--- src/rtl/axi4_lite_regfile.sv ---
// AXI4-Lite slave register file with independent AW/W holding slots, byte strobes and flat register export.
// Define AXI_LITE_SLVERR_EN to answer unmapped accesses with SLVERR instead of OKAY.
module axi4_lite_regfile #(
  parameter  int ADDR_WIDTH = 5,
  parameter  int DATA_WIDTH = 32,
  parameter  int NUM_REGS   = 6,
  localparam int STRB_WIDTH = DATA_WIDTH / 8
) (
  input  logic                           aclk,
  input  logic                           aresetn,
  input  logic [ADDR_WIDTH-1:0]          awaddr,
  input  logic [2:0]                     awprot,
  input  logic                           awvalid,
  output logic                           awready,
  input  logic [DATA_WIDTH-1:0]          wdata,
  input  logic [STRB_WIDTH-1:0]          wstrb,
  input  logic                           wvalid,
  output logic                           wready,
  output logic [1:0]                     bresp,
  output logic                           bvalid,
  input  logic                           bready,
  input  logic [ADDR_WIDTH-1:0]          araddr,
  input  logic [2:0]                     arprot,
  input  logic                           arvalid,
  output logic                           arready,
  output logic [DATA_WIDTH-1:0]          rdata,
  output logic [1:0]                     rresp,
  output logic                           rvalid,
  input  logic                           rready,
  output logic [NUM_REGS*DATA_WIDTH-1:0] regs_out
);

  localparam int ADDR_LSB = $clog2(STRB_WIDTH);
  localparam int IDX_W    = ADDR_WIDTH - ADDR_LSB;
  localparam logic [1:0] RESP_OKAY = 2'b00;
`ifdef AXI_LITE_SLVERR_EN
  localparam logic [1:0] RESP_UNMAPPED = 2'b10;
`else
  localparam logic [1:0] RESP_UNMAPPED = 2'b00;
`endif

  logic                  aw_full_q, aw_full_d;
  logic [IDX_W-1:0]      aw_idx_q, aw_idx_d;
  logic                  w_full_q, w_full_d;
  logic [DATA_WIDTH-1:0] w_data_q, w_data_d;
  logic [STRB_WIDTH-1:0] w_strb_q, w_strb_d;
  logic                  awready_q, awready_d;
  logic                  wready_q, wready_d;
  logic                  bvalid_q, bvalid_d;
  logic [1:0]            bresp_q, bresp_d;
  logic                  arready_q, arready_d;
  logic                  rvalid_q, rvalid_d;
  logic [1:0]            rresp_q, rresp_d;
  logic [DATA_WIDTH-1:0] rdata_q, rdata_d;
  logic [DATA_WIDTH-1:0] regs_q [NUM_REGS];
  logic [DATA_WIDTH-1:0] regs_d [NUM_REGS];
  logic                  commit;
  logic [IDX_W-1:0]      rd_idx;
  logic [DATA_WIDTH-1:0] rd_word;

  logic unused_ok;
  assign unused_ok = ^{awprot, arprot, awaddr[ADDR_LSB-1:0], araddr[ADDR_LSB-1:0]};

  function automatic logic is_mapped(input logic [IDX_W-1:0] idx);
    return 32'(idx) < 32'(NUM_REGS);
  endfunction

  // Write path: slots fill independently; a full pair commits once the previous response has drained.
  always_comb begin
    aw_full_d = aw_full_q;
    aw_idx_d  = aw_idx_q;
    w_full_d  = w_full_q;
    w_data_d  = w_data_q;
    w_strb_d  = w_strb_q;
    bvalid_d  = bvalid_q;
    bresp_d   = bresp_q;
    regs_d    = regs_q;
    commit    = aw_full_q && w_full_q && !bvalid_q;

    if (awvalid && awready_q) begin
      aw_full_d = 1'b1;
      aw_idx_d  = awaddr[ADDR_WIDTH-1:ADDR_LSB];
    end
    if (wvalid && wready_q) begin
      w_full_d = 1'b1;
      w_data_d = wdata;
      w_strb_d = wstrb;
    end
    if (bvalid_q && bready) bvalid_d = 1'b0;

    if (commit) begin
      aw_full_d = 1'b0;
      w_full_d  = 1'b0;
      bvalid_d  = 1'b1;
      bresp_d   = is_mapped(aw_idx_q) ? RESP_OKAY : RESP_UNMAPPED;
      for (int i = 0; i < NUM_REGS; i++) begin
        if (32'(aw_idx_q) == 32'(i)) begin
          for (int k = 0; k < STRB_WIDTH; k++) begin
            if (w_strb_q[k]) regs_d[i][k*8 +: 8] = w_data_q[k*8 +: 8];
          end
        end
      end
    end

    awready_d = !aw_full_d && !bvalid_d;
    wready_d  = !w_full_d && !bvalid_d;
  end

  // Read path: sampled from the pre-commit register state, so a same-edge write is not visible.
  always_comb begin
    rd_idx  = araddr[ADDR_WIDTH-1:ADDR_LSB];
    rd_word = '0;
    for (int i = 0; i < NUM_REGS; i++) begin
      if (32'(rd_idx) == 32'(i)) rd_word = regs_q[i];
    end
  end

  always_comb begin
    rvalid_d = rvalid_q;
    rresp_d  = rresp_q;
    rdata_d  = rdata_q;
    if (rvalid_q && rready) rvalid_d = 1'b0;
    if (arvalid && arready_q) begin
      rvalid_d = 1'b1;
      rdata_d  = is_mapped(rd_idx) ? rd_word : '0;
      rresp_d  = is_mapped(rd_idx) ? RESP_OKAY : RESP_UNMAPPED;
    end
    arready_d = !rvalid_d;
  end

  always_ff @(posedge aclk) begin
    if (!aresetn) begin
      aw_full_q <= 1'b0;
      aw_idx_q  <= '0;
      w_full_q  <= 1'b0;
      w_data_q  <= '0;
      w_strb_q  <= '0;
      awready_q <= 1'b0;
      wready_q  <= 1'b0;
      bvalid_q  <= 1'b0;
      bresp_q   <= 2'b00;
      arready_q <= 1'b0;
      rvalid_q  <= 1'b0;
      rresp_q   <= 2'b00;
      rdata_q   <= '0;
      for (int i = 0; i < NUM_REGS; i++) regs_q[i] <= '0;
    end else begin
      aw_full_q <= aw_full_d;
      aw_idx_q  <= aw_idx_d;
      w_full_q  <= w_full_d;
      w_data_q  <= w_data_d;
      w_strb_q  <= w_strb_d;
      awready_q <= awready_d;
      wready_q  <= wready_d;
      bvalid_q  <= bvalid_d;
      bresp_q   <= bresp_d;
      arready_q <= arready_d;
      rvalid_q  <= rvalid_d;
      rresp_q   <= rresp_d;
      rdata_q   <= rdata_d;
      for (int i = 0; i < NUM_REGS; i++) regs_q[i] <= regs_d[i];
    end
  end

  always_comb begin
    regs_out = '0;
    for (int i = 0; i < NUM_REGS; i++) regs_out[i*DATA_WIDTH +: DATA_WIDTH] = regs_q[i];
  end

  assign awready = awready_q;
  assign wready  = wready_q;
  assign bvalid  = bvalid_q;
  assign bresp   = bresp_q;
  assign arready = arready_q;
  assign rvalid  = rvalid_q;
  assign rresp   = rresp_q;
  assign rdata   = rdata_q;

endmodule

--- config.mk ---
export PLATFORM = sky130hd
export DESIGN_NAME = axi4_lite_regfile
export DESIGN_NICKNAME = d
export VERILOG_FILES = /design/src/rtl/axi4_lite_regfile.sv
export SDC_FILE = /design/constraint.sdc
export NUM_CORES = 1
export LEC_CHECK = 0
export CORE_MARGIN = 4
export CORE_UTILIZATION = 45
export CTS_BUF_LIST = sky130_fd_sc_hd__clkbuf_4 sky130_fd_sc_hd__clkbuf_8
export CTS_CLUSTER_SIZE = 28
export DETAILED_ROUTE_END_ITERATION = 16
export DONT_BUFFER_PORTS = 1
export PLACE_DENSITY = 0.67
export SYNTH_ARGS = -nofsm -noshare
export SYNTH_HDL_FRONTEND = slang
export SYNTH_SLANG_ARGS = --single-unit
--- constraint.sdc ---
create_clock -name aclk -period 3.98 [get_ports aclk]
set_input_delay 0.398 -clock aclk [delete_from_list [all_inputs] [get_ports aclk]]
set_output_delay 0.398 -clock aclk [all_outputs]
set_load 0.03 [all_outputs]
-- Yosys cells after proc, flatten, opt, wreduce, memory -nomap -nowiden
Index checks and enable logic that the tools add are counted.
- register bits: 270
- output and inout bits: 233
- word-level logic and storage cells: 101
- magnitude comparators: 1
- eq/ne operators: 10
- multiplexer cells: 15
- reduce and logical (&&, ||, !) cells: 40
- operator list (operator ; count):
    32-bit 2-to-1 mux ; 7
    3-bit AND reduction ; 24
    3-bit by 2-bit == test with 1-bit output, second input constant ; 4
    3-bit == test, second input constant ; 4
    1-bit logical AND ; 9
    1-bit 2-to-1 mux ; 8
    3-bit by 1-bit == test with 1-bit output, second input constant ; 2
    3-bit logical NOT ; 2
    1-bit logical NOT ; 5
    3-bit less-than comparator, second input constant ; 1

-- Depth between registers and ports, before layout
Gate-level depths: netlist of the first run.
- word-level depth: 8
- gate-level depth with buffers: 6

-- Worst setup path before layout of the first run
No wires, ideal clock.
- path type: register to register
- start: register arready_q, in the netlist arready
- end: register rdata_q[15], in the netlist rdata[15]
- library setup time: 119 ps
- arrival: 1480 ps
- required time: 3861 ps
- path slack: 2381 ps
- stages on the path, launching flop included: 7
- cell sequence: dfxtp_1 > and2_1 > buf_2 > buf_2 > buf_2 > o221ai_1 > o221a_2
- cells in the longest elaborated chain, start to end: 1
- ends and longest elaborated chain (what ; line ; text):
    start: declaration ; 51 ; logic arready_q, arready_d;
    start signal: assignment ; 157 ; arready_q <= arready_d;
    1-bit logical AND ; 123 ; if (arvalid && arready_q) begin
    end signal: assignment ; 160 ; rdata_q <= rdata_d;
    end: declaration ; 54 ; logic [DATA_WIDTH-1:0] rdata_q, rdata_d;
No other way between the ends.
A chain may end at the register's enable or synchronous reset.

-- Worst setup path in the final report of the first run
- start: register wready_q, in the netlist wready
- end: register w_data_q[30]
- cells in the longest elaborated chain, start to end: 1
- ends and longest elaborated chain (what ; line ; text):
    start: declaration ; 48 ; logic wready_q, wready_d;
    start signal: assignment ; 154 ; wready_q <= wready_d;
    1-bit logical AND ; 84 ; if (wvalid && wready_q) begin
    end signal: assignment ; 151 ; w_data_q <= w_data_d;
    end: declaration ; 45 ; logic [DATA_WIDTH-1:0] w_data_q, w_data_d;
No other way between the ends.

==> metrics, run 1 <==
status=complete, no violations; met2 routed WL=between 15,000 and 20,000 um; top-area cell type share of the netlist area=0.466; CP Launch Type=flop; H-tree levels=2; worst vdd ir=between 0.0002 and 0.00025 V; Critical-path top delay cell=and2_2; Mapped Area=0.0116 mm^2; num ports=292; CP Launch Point=wready$_SDFF_PN0_; period utilization=0.571; vias in the first global route=8,895; Ys Warns=0; pwr/cell area=427 mW/mm^2; endpoint class of the critical path=flop; flops & latches, synth=270; Setup CP Type=flop to flop; Die Wd=169 um; most frequent cells in the layout=303 x nand2_1, 270 x dfxtp_1, 257 x mux2i_1; crit path max fanout=38; worst setup path endpoint=w_data_q[30]$_SDFFE_PN0P_; Max Used Layer=met4; CTS tree=yes; post-CTS setup buffers=0; vias post-DR=9,193; Routed WL per cell=21.5 um; Cell Count, Final, Fillers Out=roughly 1,600; DRC viols=0; RSZ-0062 raised after global routing=false; worst slew pin tran=~1 ns; Clock Sinks=270; final core area utilization=0.518; Reg-to-Reg Start=wready$_SDFF_PN0_; R2R setup slack=1.71 ns; hold path cells=1; Critical Path Max Stage Delay=0.76 ns; fin nets=1,311; static leakage=5.37 nW; final setup fails=0; setup TNS=0 ns; Port Buf Inserts=0; DRT iter0 DRCs=between 700 and 800; Final Slew Violations=0; Core Region=about 0.025 mm^2; Met1 Routed Length=14,800 um; reg2reg path depth=4; clock skew=~0.021 ns; synth unique cells=31; die height=169 um; Cells after DPL=1,486; grt total ovfl=0; WP depth=4; Slew HR=0.330; Worst-path clk slew=0.06 ns; Clock Tree Buf Depth=3; Routability Congestion=0.841; area leader, netlist=dfxtp_1; share of cells above drive strength 1=0.112; std cell rows=58; synth top area cells=dfxtp_1 47%, mux2i_1 22%, nand2_1 9.8%; Final ANT Viol Nets=0; insertion delay to the later sink of the worst-skew pair=0.55 ns; antenna violations before repair=0; final hold vios=0; most common cell after layout, fill and taps aside=nand2_1; post-synthesis average cell area=~9.4 um^2; Worst Path Buf+Inv=1; global-route wire length before repair=about 53,000 um; drt first pass iters=6; HP Class=primary input to flop; Req. time, crit path=4.47 ns; pin count of the biggest net entering global routing=289; final wirelength=34,500 um; DR WL met3=3010 um; CP cell instances=and2_2, nand2_1, a21boi_0, dlygate4sd3_1; Reg-to-Reg End=w_data_q[30]$_SDFFE_PN0P_; Initial Util=0.460; n_diodes=0; Fmax=roughly 440 MHz; GRT Util Overall=0.232; min Tclk post-route=2.27 ns; Root Buffer=clkbuf_8; Seq/Total Area, Yosys=0.466; Synth-to-Final Area Change=12.6%; placed wire-length estimate=21,600 um; CTS buffer count=45; Gate Count Post-Synth=approximately 1,200; Worst EP arrival=2.77 ns; Vias/cell=5.71; die area=0.0284 mm^2; Max-cap violations=0; Crit path max-delay family=simple AND/OR/NAND/NOR gates
==> power by group <==
group / switching, mW / internal [mW] / leakage [nW]
combinational: 0.142 / 0.124 / 2.71
sequential: 0.0892 / 2.75 / 2.18
clock: 1.07 / 1.41 / 0.475
==> per-stage QoR <==
step / cell area, um^2 / setup slack (ns) / hold slack (ns) / power, mW
floorplan: 11600 / 2.38 / 0.444 / 3.12
global placement: 11700 / 1.96 / 0.450 / 3.11
detailed placement: 11700 / 1.95 / 0.456 / 3.12
CTS: 13000 / 1.78 / 0.00125 / 5.62
global route: 13100 / 1.54 / -0.00318 / 5.79
finish: 13100 / 1.71 / 0.0245 / 5.58
==> worst min path at each step <==
| stage | startpoint | endpoint | slack [ns] |
|---|---|---|---|
| after floorplan | w_data_q[0]$_SDFFE_PN0P_ | w_data_q[0]$_SDFFE_PN0P_ | 0.44 |
| after global placement | w_data_q[15]$_SDFFE_PN0P_ | w_data_q[15]$_SDFFE_PN0P_ | 0.45 |
| after detailed placement | w_data_q[28]$_SDFFE_PN0P_ | w_data_q[28]$_SDFFE_PN0P_ | 0.46 |
| after CTS | aresetn | regs_out[62]$_SDFFE_PN0P_ | 0.001 |
| after global routing | aresetn | w_strb_q[1]$_SDFFE_PN0P_ | -0.003 |
| final | aresetn | w_strb_q[1]$_SDFFE_PN0P_ | 0.02 |
==> cell usage after synthesis <==
library cell / instances
a21boi_0: 40
a21oi_1: 32
and2_1: 3
and4b_1: 4
buf_1: 11
buf_2: 26
buf_4: 4
clkbuf_1: 49
conb_1: 1
dfxtp_1: 270
inv_1: 32
mux2i_1: 257
nand2_1: 304
nand2_2: 16
nand2b_1: 3
nand3_1: 3
nand3b_1: 1
nand3b_2: 1
nand4b_1: 4
nor2_1: 64
nor2_2: 8
nor2b_1: 2
nor3_1: 1
nor3_2: 1
nor3b_1: 2
nor3b_2: 3
o211a_1: 1
o21a_1: 33
o221a_2: 32
o221ai_1: 32
or2_2: 1
==> registers in the layout, indices dropped and copies added (netlist names) <==
name and flops:
w_data_q 32, rvalid 1, regs_out 192, aw_idx_q 3, w_full_q 1, wready 1
rdata 32, bvalid 1, arready 1, w_strb_q 4, aw_full_q 1, awready 1
==> area by class of cell <==
cell class	instances	area [um^2]
clock buffer	70	851
clock inverter	4	50.0
fill	2301	12200
inverter	32	120
multi-input combinational	852	5720
sequential	270	5410
tap	330	413
timing repair buffer	51	518
==> cells by family after synthesis <==
| group | synth area share |
|---|---|
| AOI/OAI and AO/OA | 0.117 |
| buffers and inverters | 0.0435 |
| DFF | 0.466 |
| muxes | 0.222 |
| other | 0.000323 |
| and+or+nand+nor | 0.152 |
==> per-layer routing <==
layer	track usage	vias to the layer above
li1	-	4277
met4	0.0737	0
met5	0	-
met3	0.0666	92
met1	0.305	4398
met2	0.371	426
==> repair_timing <==
item                                   4_1_cts  5_1_grt
gates resized for setup                      0        0
hold buffers                                46        3
endpoints found under the hold margin       50        2
Power figures use the tool's default switching activity.
==> run 2: changes to the inputs <==
ABC_AREA = 1   (was not set)
PLACE_DENSITY = 0.69   (was 0.67)
clock period = 2 ns   (was 3.98 ns; I/O delays follow)
==> run 2 against run 1 <==
The run now ends with negative hold slack left. Combinational power up 150%. Clock-buffer cell count is 8 higher. First-iteration DRC count is 20% higher. Critical path depth increased by 2. Total power rose by 110%. Critical endpoint is now regs_out[35]$_SDFFE_PN0P_. Largest power group unchanged. Highest routed layer unchanged.
==> metrics, run 2 <==
clock skew=0.0142 ns; RSZ-0062 raised after global routing=true; CP Launch Type=flop; number of synthesized flops with an enable pin=0; Worst EP arrival=around 2.3 ns; Ys Warns=0; period utilization=0.962; failing checks=negative hold slack; pin count of the biggest net entering global routing=236; synth unique cells=24; final hold vios=192; Cell Count, Final, Fillers Out=1,864; Routability Congestion=0.807; Async S/R FF share, synth=0; Max-cap violations=0; Req. time, crit path=2.42 ns; placed wire-length estimate=between 20,000 and 25,000 um; area leader, netlist=dfxtp_1; CP cell instances=inv_1, nand3_2, nor2_1, nand2_1, o21ai_0, a21oi_1; DRT iter0 DRCs=just under 900; most common cell after layout, fill and taps aside=dfxtp_1; Die Wd=between 150 and 200 um; DR WL met3=~3600 um; count leader, synth=dfxtp_1; Gate Count Post-Synth=1,446; hold_buf cts=70; H-tree levels=2; endpoint class of the critical path=flop; HP Class=primary input to flop; die height=162 um; most frequent cells in the layout=270 x dfxtp_1, 245 x o21ai_0, 238 x nor2_1; num ports=292; static leakage=around 4.6 nW; worst vdd ir=0.000559 V; Root Buffer=clkbuf_8; vias post-DR=9,908; Mapped Area=0.0107 mm^2; Cells after DPL=1,710; met2 routed WL=approximately 16,000 um; post-CTS setup buffers=0; fin nets=1,568; hold path cells=2; status=finished, violations left; Power Total=11.6 mW; Fmax=520 MHz; Seq/Total Area, Yosys=0.507; Final ANT Viol Nets=0; CTS tree=yes; Core Region=0.0234 mm^2; GRT Util Overall=0.253; Clock Tree Buf Depth=3; post-synthesis average cell area=roughly 7.4 um^2; dpl ws=-0.0440 ns; flops & latches, synth=270; Gate power share=0.057; Post-synth top flop=dfxtp_1; Worst Path Buf+Inv=1; synth top area cells=dfxtp_1 51%, o21ai_0 12%, a21oi_1 11%; Vias/cell=5.32; reg2reg path depth=6; Switching Share=0.238; worst hold slack=-0.199 ns; cell-internal power=~9 mW; antenna violations before repair=0; Critical-path top delay cell=nand2_1; Clock Sinks=270; DRC viols=0; Initial Util=0.456; Critical Path Max Stage Delay=between 0.4 and 0.5 ns; min Tclk post-route=1.92 ns; Synth-to-Final Area Change=19.1%; Synth top cells by count=270 x dfxtp_1, 245 x o21ai_0, 238 x nor2_1, 231 x a21oi_1, 157 x nand2_1; Setup CP Type=flop to flop; WP depth=6; Worst-path clk slew=0.06 ns; Final Slew Violations=0; top-area cell type share of the netlist area=0.507; grt total ovfl=0; pwr/cell area=between 900 and 1000 mW/mm^2; final worst slack=between 0.07 and 0.08 ns; max reg flops=192; Max Used Layer=met4; crit path max fanout=16; Crit path max-delay family=simple AND/OR/NAND/NOR gates; std cell rows=56; worst slew pin tran=1.09 ns; Met1 Routed Length=14,600 um; clock power share=0.456; insertion delay to the later sink of the worst-skew pair=0.54 ns; die area=around 0.026 mm^2; global-route wire length before repair=roughly 53,000 um; share of cells above drive strength 1=0.0874; drt first pass iters=5; final wirelength=34,900 um; Routed WL per cell=roughly 19 um; Flop pwr share=0.487; CTS buffer count=46; Port Buf Inserts=0; NetSw=2.75 mW; final setup fails=0; vias in the first global route=9,333; Slew HR=0.270
run 2: metal layers:
metal	track usage	vias to the layer above
li1	-	4898
met5	0	-
met4	0.0865	0
met1	0.319	4526
met3	0.0870	73
met2	0.407	411
run 2: area by class of cell:
| type | count | area [um^2] |
|---|---|---|
| multi-input cells | 945 | 4380 |
| diodes | 1 | 2.50 |
| inverters | 149 | 559 |
| well taps | 319 | 399 |
| flip-flops and latches | 270 | 5410 |
| clock inverters | 5 | 25.0 |
| fillers | 2267 | 10700 |
| repair buffers | 97 | 941 |
| clock buffers | 78 | 980 |
run 2: final timing paths:
check	startpoint	end	slack (ns)
worst min register to register	w_strb_q[1]$_SDFFE_PN0P_	w_strb_q[1]$_SDFFE_PN0P_	0.46
worst max register to register	bvalid$_SDFF_PN0_	regs_out[35]$_SDFFE_PN0P_	0.08
worst min-delay path	aresetn	regs_out[174]$_SDFFE_PN0P_	-0.20
worst max-delay path	bvalid$_SDFF_PN0_	regs_out[35]$_SDFFE_PN0P_	0.08
run 2: power groups by stage:
stage | sequential [mW] | clock [mW] | combinational, mW
after floorplan | 5.69 | 0 | 0.412
after global placement | 5.73 | 0 | 0.513
after detailed placement | 5.74 | 0 | 0.522
after CTS | 5.62 | 5.36 | 0.649
after global routing | 5.64 | 5.63 | 0.730
final | 5.63 | 5.27 | 0.657
run 2: cells by family (layout without fill, tap and decap cells):
group / after synthesis / after routing / share of synthesized area
other cells: 1 / 5 / 0.000352
flops: 270 / 270 / 0.507
simple gates: 415 / 415 / 0.155
buf+inv: 234 / 329 / 0.0872
compound gates: 526 / 526 / 0.251
run 2: what timing repair did:
| action | CTS | global route |
|---|---|---|
| endpoints found under the hold margin | 239 | 192 |
| endpoints found under the setup margin | 18 | 29 |
| gates cloned | 0 | 0 |
| resized for setup | 3 | 2 |
| pin swaps | 0 | 0 |
run 2: through the flow:
step / util / area, um^2 / hold slack, ns / TNS [ns]
floorplan: - / 10700 / 0.367 / 0
global placement: 0.469 / 11000 / 0.361 / -0.474
detailed placement: 0.469 / 11000 / 0.363 / -0.204
CTS: 0.542 / 12700 / -0.230 / -0.0108
global route: 0.542 / 12700 / -0.223 / -0.741
finish: 0.542 / 12700 / -0.199 / 0
run 2: worst register-to-register path: stages (launching register included):
cell,delay (ns)
dfxtp_1,0.31
inv_1,0.08
nand3_2,0.15
nor2_1,0.42
nand2_1,0.45
o21ai_0,0.35
a21oi_1,0.06
